--- config.mk ---
export PLATFORM = sky130hd
export DESIGN_NAME = seg7_scan_driver
export DESIGN_NICKNAME = d
export VERILOG_FILES = /design/src/rtl/seg7_pkg.sv /design/src/rtl/bcd_to_seg7.sv /design/src/rtl/seg7_scan_driver.sv
export SDC_FILE = /design/constraint.sdc
export NUM_CORES = 1
export LEC_CHECK = 0
export CAP_MARGIN = 20
export CELL_PAD_IN_SITES_DETAIL_PLACEMENT = 1
export CELL_PAD_IN_SITES_GLOBAL_PLACEMENT = 1
export CORE_AREA = 5 5 75 77
export DETAILED_ROUTE_END_ITERATION = 7
export DIE_AREA = 0 0 80 82
export PLACE_DENSITY_LB_ADDON = 0.1
export SKIP_LAST_GASP = 1
export SYNTH_ARGS = -nofsm -noshare
export SYNTH_HDL_FRONTEND = slang
export SYNTH_SLANG_ARGS = --single-unit
--- constraint.sdc ---
create_clock -name CLK -period 3.68 [get_ports CLK]
set_input_delay 1.104 -clock CLK [delete_from_list [all_inputs] [get_ports CLK]]
set_output_delay 1.104 -clock CLK [all_outputs]
set_load 0.01 [all_outputs]
--- src/rtl/seg7_pkg.sv ---
// Shared constants for the seven-segment scan driver: logical segment patterns
// ({g,f,e,d,c,b,a}, active-high) and the digit-slot encoding.
package seg7_pkg;

  localparam int unsigned NUM_DIGITS = 3;
  localparam int unsigned BCD_W      = 4;
  localparam int unsigned SEG_W      = 7;

  localparam logic [SEG_W-1:0] SEG_0     = 7'h3F;
  localparam logic [SEG_W-1:0] SEG_1     = 7'h06;
  localparam logic [SEG_W-1:0] SEG_2     = 7'h5B;
  localparam logic [SEG_W-1:0] SEG_3     = 7'h4F;
  localparam logic [SEG_W-1:0] SEG_4     = 7'h66;
  localparam logic [SEG_W-1:0] SEG_5     = 7'h6D;
  localparam logic [SEG_W-1:0] SEG_6     = 7'h7D;
  localparam logic [SEG_W-1:0] SEG_7     = 7'h07;
  localparam logic [SEG_W-1:0] SEG_8     = 7'h7F;
  localparam logic [SEG_W-1:0] SEG_9     = 7'h6F;
  localparam logic [SEG_W-1:0] SEG_DASH  = 7'h40;
  localparam logic [SEG_W-1:0] SEG_BLANK = 7'h00;

  typedef enum logic [1:0] {
    SLOT_0 = 2'd0,
    SLOT_1 = 2'd1,
    SLOT_2 = 2'd2
  } slot_e;

  // Slot sequence 0 -> 1 -> 2 -> 0; the unused encoding recovers to slot 0.
  function automatic slot_e next_slot(input slot_e s);
    case (s)
      SLOT_0:  return SLOT_1;
      SLOT_1:  return SLOT_2;
      default: return SLOT_0;
    endcase
  endfunction

endpackage

--- src/rtl/bcd_to_seg7.sv ---
// Combinational BCD-to-seven-segment decoder with a blank override.
// Codes 10..15 show a dash so a corrupt digit is visible rather than hidden.
module bcd_to_seg7
  import seg7_pkg::*;
(
  input  logic [BCD_W-1:0] i_bcd,
  input  logic             i_blank,
  output logic [SEG_W-1:0] o_seg_c
);

  always_comb begin
    o_seg_c = SEG_BLANK;
    if (!i_blank) begin
      case (i_bcd)
        4'd0:    o_seg_c = SEG_0;
        4'd1:    o_seg_c = SEG_1;
        4'd2:    o_seg_c = SEG_2;
        4'd3:    o_seg_c = SEG_3;
        4'd4:    o_seg_c = SEG_4;
        4'd5:    o_seg_c = SEG_5;
        4'd6:    o_seg_c = SEG_6;
        4'd7:    o_seg_c = SEG_7;
        4'd8:    o_seg_c = SEG_8;
        4'd9:    o_seg_c = SEG_9;
        default: o_seg_c = SEG_DASH;
      endcase
    end
  end

endmodule

--- src/rtl/seg7_scan_driver.sv ---
// Time-multiplexes three BCD digits onto a shared seven-segment bus with
// per-digit anode strobes, frame-coherent snapshot and inter-slot dead time.
module seg7_scan_driver
  import seg7_pkg::*;
#(
  parameter int unsigned SCAN_DIV   = 50000,
  parameter int unsigned DEAD       = 4,
  parameter bit          ACTIVE_LOW = 1'b1,
  parameter bit          BLANK_LZ   = 1'b1
) (
  input  logic                  CLK,
  input  logic                  RESET,
  input  logic [BCD_W-1:0]      CNT1,
  input  logic [BCD_W-1:0]      CNT2,
  input  logic [BCD_W-1:0]      CNT3,
  output logic [SEG_W-1:0]      SEG,
  output logic [NUM_DIGITS-1:0] AN,
  output logic                  FRAME
);

  localparam int unsigned             PS_W    = (SCAN_DIV > 1) ? $clog2(SCAN_DIV) : 1;
  localparam logic [PS_W-1:0]         PS_LAST = PS_W'(SCAN_DIV - 1);
  localparam logic [SEG_W-1:0]        SEG_OFF = ACTIVE_LOW ? ~SEG_BLANK : SEG_BLANK;
  localparam logic [NUM_DIGITS-1:0]   AN_OFF  = ACTIVE_LOW ? {NUM_DIGITS{1'b1}}
                                                           : {NUM_DIGITS{1'b0}};

  logic [PS_W-1:0]       r_ps;
  slot_e                 r_idx;
  logic [BCD_W-1:0]      r_s1, r_s2, r_s3;
  logic                  r_frame;
  logic [NUM_DIGITS-1:0] r_an;
  logic [SEG_W-1:0]      r_seg;

  logic                  w_ps_wrap;
  logic                  w_frame_start;
  logic                  w_dead;
  logic [BCD_W-1:0]      w_d1, w_d2, w_d3;
  logic                  w_blank2, w_blank3;
  logic [BCD_W-1:0]      w_code;
  logic                  w_blank;
  logic [SEG_W-1:0]      w_seg_dec;
  logic [SEG_W-1:0]      w_seg_log;
  logic [NUM_DIGITS-1:0] w_an_log;

  assign w_ps_wrap     = (r_ps == PS_LAST);
  assign w_frame_start = (r_ps == '0) && (r_idx == SLOT_0);
  assign w_dead        = ({1'b0, r_ps} < (PS_W + 1)'(DEAD));

  // At frame start the digits being captured are shown directly, so with no
  // dead time the first lit cycle of slot 0 already uses the new frame's value.
  assign w_d1 = w_frame_start ? CNT1 : r_s1;
  assign w_d2 = w_frame_start ? CNT2 : r_s2;
  assign w_d3 = w_frame_start ? CNT3 : r_s3;

  assign w_blank3 = BLANK_LZ && (w_d3 == '0);
  assign w_blank2 = w_blank3 && (w_d2 == '0);

  always_comb begin
    w_code  = w_d1;
    w_blank = 1'b0;
    case (r_idx)
      SLOT_1: begin
        w_code  = w_d2;
        w_blank = w_blank2;
      end
      SLOT_2: begin
        w_code  = w_d3;
        w_blank = w_blank3;
      end
      default: ;
    endcase
  end

  bcd_to_seg7 u_dec (
    .i_bcd   (w_code),
    .i_blank (w_blank),
    .o_seg_c (w_seg_dec)
  );

  assign w_seg_log = w_dead ? SEG_BLANK : w_seg_dec;
  assign w_an_log  = w_dead ? '0 : (NUM_DIGITS'(1) << r_idx);

  always_ff @(posedge CLK) begin
    if (RESET) begin
      r_ps    <= '0;
      r_idx   <= SLOT_0;
      r_s1    <= '0;
      r_s2    <= '0;
      r_s3    <= '0;
      r_frame <= 1'b0;
      r_an    <= AN_OFF;
      r_seg   <= SEG_OFF;
    end else begin
      r_ps <= w_ps_wrap ? '0 : r_ps + PS_W'(1);
      if (w_ps_wrap) r_idx <= next_slot(r_idx);
      if (w_frame_start) begin
        r_s1 <= CNT1;
        r_s2 <= CNT2;
        r_s3 <= CNT3;
      end
      r_frame <= w_frame_start;
      r_an    <= ACTIVE_LOW ? ~w_an_log  : w_an_log;
      r_seg   <= ACTIVE_LOW ? ~w_seg_log : w_seg_log;
    end
  end

  assign SEG   = r_seg;
  assign AN    = r_an;
  assign FRAME = r_frame;

endmodule

# [After elaboration in Yosys (flattened, before gate mapping)]
# Memory sizes are Yosys's and may differ from the RTL's.
# Cells that the tools add are included.
[op_classes] n_eq_ne=3 bitwise_logic=2 magnitude_cmp=1 reduce_logical=7 n_shift=1 addsub=1 mux=9
[ops] cell="adder 16 x 1 -> 16 bit, second input constant" n=1
[ops] cell="equality test 16 bit, second input constant" n=1
[ops] cell="logical NOT 16 bit" n=1
[ops] cell="less-than comparator 16 x 3 -> 1 bit, second input constant" n=1
[ops] cell="2-to-1 mux 7 bit" n=2
[ops] cell="2-to-1 mux 4 bit" n=3
[ops] cell="logical NOT 4 bit" n=2
[ops] cell="case mux 4 bit (2 select lines)" n=1
[ops] cell="NOT 7 bit" n=1
[ops] cell="case mux 2 bit (2 select lines)" n=1
[ops] cell="2-to-1 mux 3 bit" n=1
[ops] cell="NOT 3 bit" n=1
[ops] cell="<< shifter 1 x 2 -> 3 bit, first input constant" n=1
[ops] cell="equality test 2 x 1 -> 1 bit, second input constant" n=1
[ops] cell="equality test 2 bit, second input constant" n=1
[ops] cell="logical AND 1 bit" n=2
[ops] cell="logical NOT 2 bit" n=1
[ops] cell="case mux 1 bit (2 select lines)" n=1
[ops] cell="OR reduction 2 bit" n=1
[word_totals] wordCells=33 memories=1 inputBits=14 out_inout_bits=11 register_bits=41 mem_bits_ro=112
[memory_table] memory="(no name shown)" words=16 width=7 read_ports=1 rd_ports_with_merged_regs=0 wr=0 line_no="bcd_to_seg7.sv:14" text="case (i_bcd)"

# [Depth between registers and ports, before layout]
[logic_depth] word_depth=9 depth_mapped=11 ltp_nobuf=10

# [Cells and area by module]
# A second synthesis with hierarchy kept.
[unflattened] hier_cells=222 area_unflattened_um2=1979.4
[modules_own_cells] mod="seg7_scan_driver" instances=1 seq_area_each_um2=820.8 cells_per_inst=189 area_per_inst_um2=1764.2
[modules_own_cells] mod="bcd_to_seg7" instances=1 seq_area_each_um2=0.0 cells_per_inst=33 area_per_inst_um2=215.2

# [Worst setup path before layout]
# OpenSTA, ideal clock, no wires.
[synth_path] path_kind="reg-to-reg" startpoint="register r_ps[10]" endpoint="register r_seg[4] (netlist: SEG[4])" setup_slack_ps=1073 path_buffers=1 period_less_slack_ps=2607 t_arrival_ps=2526 setup_ps=81 stages_incl_launch_ff=11 required_ps=3599 cell_sequence="dfxtp_1 or4_4 nor4_4 and2_4 buf_12 mux2i_1 o221ai_1 inv_1 ha_1 nand2b_1 a41oi_1"
[synth_via] elab_chain_cells=9 elab_cells_between_ends=15 classes_between="order compare (1); mux (7); bitwise (1); reduce/logical (5); memory (1)"
[synth_rtl] element="start: declaration" line_no="seg7_scan_driver.sv:27" text="logic [PS_W-1:0] r_ps;"
[synth_rtl] element="start signal: assignment" line_no="seg7_scan_driver.sv:94" text="r_ps <= w_ps_wrap ? '0 : r_ps + PS_W'(1);"
[synth_rtl] element="parallel branches: the longest is 7 deep, another holds memory (16 x 7 bit)"
[synth_rtl] element="2-to-1 mux 7 bit *" line_no="seg7_scan_driver.sv:80" text="assign w_seg_log = w_dead ? SEG_BLANK : w_seg_dec;"
[synth_rtl] element="NOT 7 bit *" line_no="seg7_scan_driver.sv:103" text="r_seg <= ACTIVE_LOW ? ~w_seg_log : w_seg_log;"
[synth_rtl] element="end signal: assignment" line_no="seg7_scan_driver.sv:103"
[synth_rtl] element="end: declaration" line_no="seg7_scan_driver.sv:32" text="logic [SEG_W-1:0] r_seg;"
# Mark *: on every way between the ends.
# A chain may end at the register's enable or synchronous reset.

# [Final worst setup path]
# Same ends and word-level chain as after synthesis.

==> summary.txt <==
RUN STATUS
--------------------------------------------------------------------------------------
Run status                                                                complete, no violations

DIE
--------------------------------------------------------------------------------------
Die height                                                                       82 µm
Standard-cell row count                                                             26
DIE AREA                                                                   0.00656 mm²
Starting utilization of the core area                                            0.397
Core Box Area                                                              0.00494 mm²
Boundary Pins                                                                       25
Die width                                                                        80 µm

STA
--------------------------------------------------------------------------------------
Final setup TNS                                                                   0 ps
Final number of hold-violating endpoints                                             0
Final min period                                                               2930 ps
Slew headroom                                                                    0.505
Unrepaired setup endpoints after global routing                                  false
Transition time at the pin with the least slew margin                           736 ps
Post-route clock period utilization                                              0.795
Worst hold slack after final layout                                             473 ps
FMAX                                                                         0.342 GHz
Number of setup violations in the final report                                       0
Pins over their slew limit                                                           0
Worst Clk Skew                                                                 5.82 ps

POWER AND IR DROP
--------------------------------------------------------------------------------------
Overall power of the completed layout                                           934 µW
Leakage power total                                                           0.922 nW
Power per Cell Area                                                         398 mW/mm²
Worst IR drop on VDD                                                          0.208 mV

YOSYS
--------------------------------------------------------------------------------------
Syn Inst Count                                                                     209
Number of library cell types mapped by synthesis                                    44
Post-synthesis async set-or-reset flop share                                         0
Primary flip-flop cell chosen by synthesis mapping                             dfxtp_1
Post-Synthesis Cell Area                                                   0.00196 mm²
Synth Warn #                                                                         0
Register bit total from synthesis                                                   41
Syn_nets                                                                           234
Post-synthesis average cell area                                              9.39 µm²
Number of enable flip-flop cells after synthesis                                     0
Fraction of the yosys area taken by sequential cells                             0.418

DETAILED ROUTING
--------------------------------------------------------------------------------------
Vias/cell                                                                         5.02
Detailed-routing iteration count for the pre-antenna-repair pass                     4
Vias after detailed routing                                                       1530
Post-route antenna net violation count                                               0
Routed wirelength normalized by instance count                                 14.3 µm
Residual DRC count                                                                   0
First-iteration detailed-routing DRC count                                          41
Post-Route WL                                                                  4350 µm

CLOCK TREE
--------------------------------------------------------------------------------------
Count of buffers added by post-CTS timing repair for setup                           0
Clock H-tree levels                                                                  2
Hold bufs inserted after CTS                                                         0
CTS buffer count                                                                     5
Later-pin clock latency in the skew report                                      290 ps
Total clock sinks                                                                   41
Clock tree from TritonCTS                                                         done
Number of buffers on the longest clock path                                          2
CTS clk-pin slew, worst paths                                                    80 ps
Cells resized by post-CTS repair                                                     0
CTS Root Cell                                                                 clkbuf_8

PLACE
--------------------------------------------------------------------------------------
Number of buffers added on ports                                                    24
HPWL Detailed                                                                  3470 µm
Placed Cells incl. Taps                                                            298
Weighted congestion reported at the end of routability-driven placement          0.733

WORST SETUP PATH
--------------------------------------------------------------------------------------
CP arrival                                                                     3140 ps
Crit. End Element                                                            flip-flop
Maximum net fanout on the critical path                                             10
Crit Path Category                                                        flip-flop to flip-flop
Kind of launch point of the worst setup path                                 flip-flop
Critical Path, Cell by Cell                                               or4_4 > nor4_4 > and2_4 > mux2i_1 > o221ai_1 > inv_1 > ha_1 > nand2b_1 > a41oi_1
Data required time at the worst endpoint                                       3890 ps
Library cell contributing the largest single delay on the critical path          or4_4
CP max stage delay                                                              560 ps

FINISH
--------------------------------------------------------------------------------------
Area delta synth->final                                                          19.6%
Post-layout util                                                                 0.475
Layout Nets                                                                        260
Diode insertion count for antenna repair                                             0
Number of fill cells                                                               597
Fin cells                                                                          305
Fraction of layout cells with a size suffix above 1                             0.0979

JOB
--------------------------------------------------------------------------------------
Max-capacitance violation count                                                      0

GRT
--------------------------------------------------------------------------------------
Residual overflow from global routing                                                0
Initial antenna violation count                                                      0
Pin count of the biggest net entering global routing                                18
Vias in the first global route                                                    1657
All-layer global routing usage                                                   0.147
Wire length of the first global-routing pass                                   7460 µm

MIN PATH
--------------------------------------------------------------------------------------
Tightest Hold Check Type                                                  flip-flop to flip-flop

==> where the power goes <==
| group | internal (mW) | total, mW | switching, mW |
|---|---|---|---|
| Combinational | 0.0764 | 0.161 | 0.0850 |
| Clock | 0.148 | 0.300 | 0.152 |
| Sequential | 0.463 | 0.472 | 0.00917 |
| Total | 0.688 | 0.934 | 0.246 |
==> flip-flops by register name, summed over array words and instances, names as in the netlist <==
| name | cells |
|---|---|
| AN | 3 |
| r_s1 | 4 |
| r_ps | 16 |
| r_s3 | 4 |
| FRAME | 1 |
| r_s2 | 4 |
| r_idx | 2 |
| SEG | 7 |
==> metal layers <==
| metal | vias up | part of all wire | global-route usage |
|---|---|---|---|
| met5 | - | 0 | 0 |
| met1 | 724 | 0.42 | 0.158 |
| met4 | 0 | 0.013 | 0.0507 |
| li1 | 782 | - | - |
| met3 | 5 | 0.034 | 0.0384 |
| met2 | 19 | 0.53 | 0.276 |
==> final cells by class <==
class | count | area [µm²] | share of cell area
inverters | 10 | 37.5 | 0.0160
flip-flops and latches | 41 | 821 | 0.350
clock buffers | 6 | 82.6 | 0.0352
repair buffers | 26 | 255 | 0.109
multi-input cells | 151 | 1060 | 0.450
well taps | 70 | 87.6 | 0.0373
clock inverters | 1 | 7.51 | 0.00320
==> final timing paths <==
kind	start	end	slack, ps	cells past startpoint
max	r_ps[10]$_SDFF_PP0_	SEG[4]$_SDFF_PP1_	750	9
min	r_ps[0]$_SDFF_PP0_	r_ps[0]$_SDFF_PP0_	470	1
max reg2reg	r_ps[10]$_SDFF_PP0_	SEG[4]$_SDFF_PP1_	750	9
min reg2reg	r_ps[0]$_SDFF_PP0_	r_ps[0]$_SDFF_PP0_	470	1
==> critical path: cells and delay by family (launching register included) <==
kind	cells	cell delay, ps
AO/OA/AOI/OAI	2	670
adder cells (fa/ha/maj)	1	220
buffers and inverters	1	170
flip-flops	1	350
multiplexers	1	130
AND/OR/NAND/NOR	4	1290
==> logic make-up after synthesis <==
| kind of cell | after synthesis | share of synthesized area |
|---|---|---|
| buffers and inverters | 17 | 0.0434 |
| multiplexers | 11 | 0.0561 |
| XOR/XNOR | 11 | 0.0491 |
| flip-flops | 41 | 0.418 |
| AO/OA/AOI/OAI | 37 | 0.148 |
| adder cells (fa/ha/maj) | 11 | 0.0702 |
| AND/OR/NAND/NOR | 81 | 0.215 |
==> synthesized netlist by cell type (2+ instances only) <==
master | count | share of area
a21boi_0 | 3 | 0.011
a21oi_1 | 5 | 0.013
and2_1 | 4 | 0.013
and3_1 | 7 | 0.022
clkbuf_1 | 4 | 0.0077
dfxtp_1 | 41 | 0.42
ha_1 | 11 | 0.070
inv_1 | 10 | 0.019
mux2i_1 | 11 | 0.056
nand2_1 | 14 | 0.027
nand3_1 | 6 | 0.015
nand4_1 | 3 | 0.0096
nor2_1 | 28 | 0.054
nor4_1 | 4 | 0.013
o211ai_1 | 3 | 0.011
o21ai_0 | 6 | 0.015
o21ai_1 | 2 | 0.0051
o21ba_2 | 4 | 0.020
o221a_2 | 2 | 0.011
o221ai_1 | 3 | 0.013
or3_1 | 5 | 0.016
or4_1 | 2 | 0.0077
xnor2_1 | 4 | 0.018
xor2_1 | 7 | 0.031
==> metrics by stage <==
| step | worst slack (ps) | instance area (µm²) |
|---|---|---|
| after floorplan | 1070 | 1960 |
| after global placement | 657 | 2260 |
| after detailed placement | 615 | 2260 |
| after CTS | 712 | 2350 |
| after global routing | 529 | 2350 |
| final | 754 | 2350 |
==> cell usage in the layout (no fill, tap or decap), types with 2 or more instances in the layout <==
cell type        count
o21ai_0              6
nand3_1              6
and3_1               7
o221ai_1             3
dfxtp_1             41
inv_1               10
nand4_1              3
buf_4                2
nor2_1              28
clkdlybuf4s50_1     24
o211ai_1             3
o21ba_2              4
or3_1                5
o21ai_1              2
and2_1               4
ha_1                11
xnor2_1              4
o221a_2              2
mux2i_1             11
nor4_1               4
a21boi_0             3
clkbuf_8             6
xor2_1               7
nand2_1             14
a21oi_1              5
or4_1                2
Power figures use the tool's default switching activity.
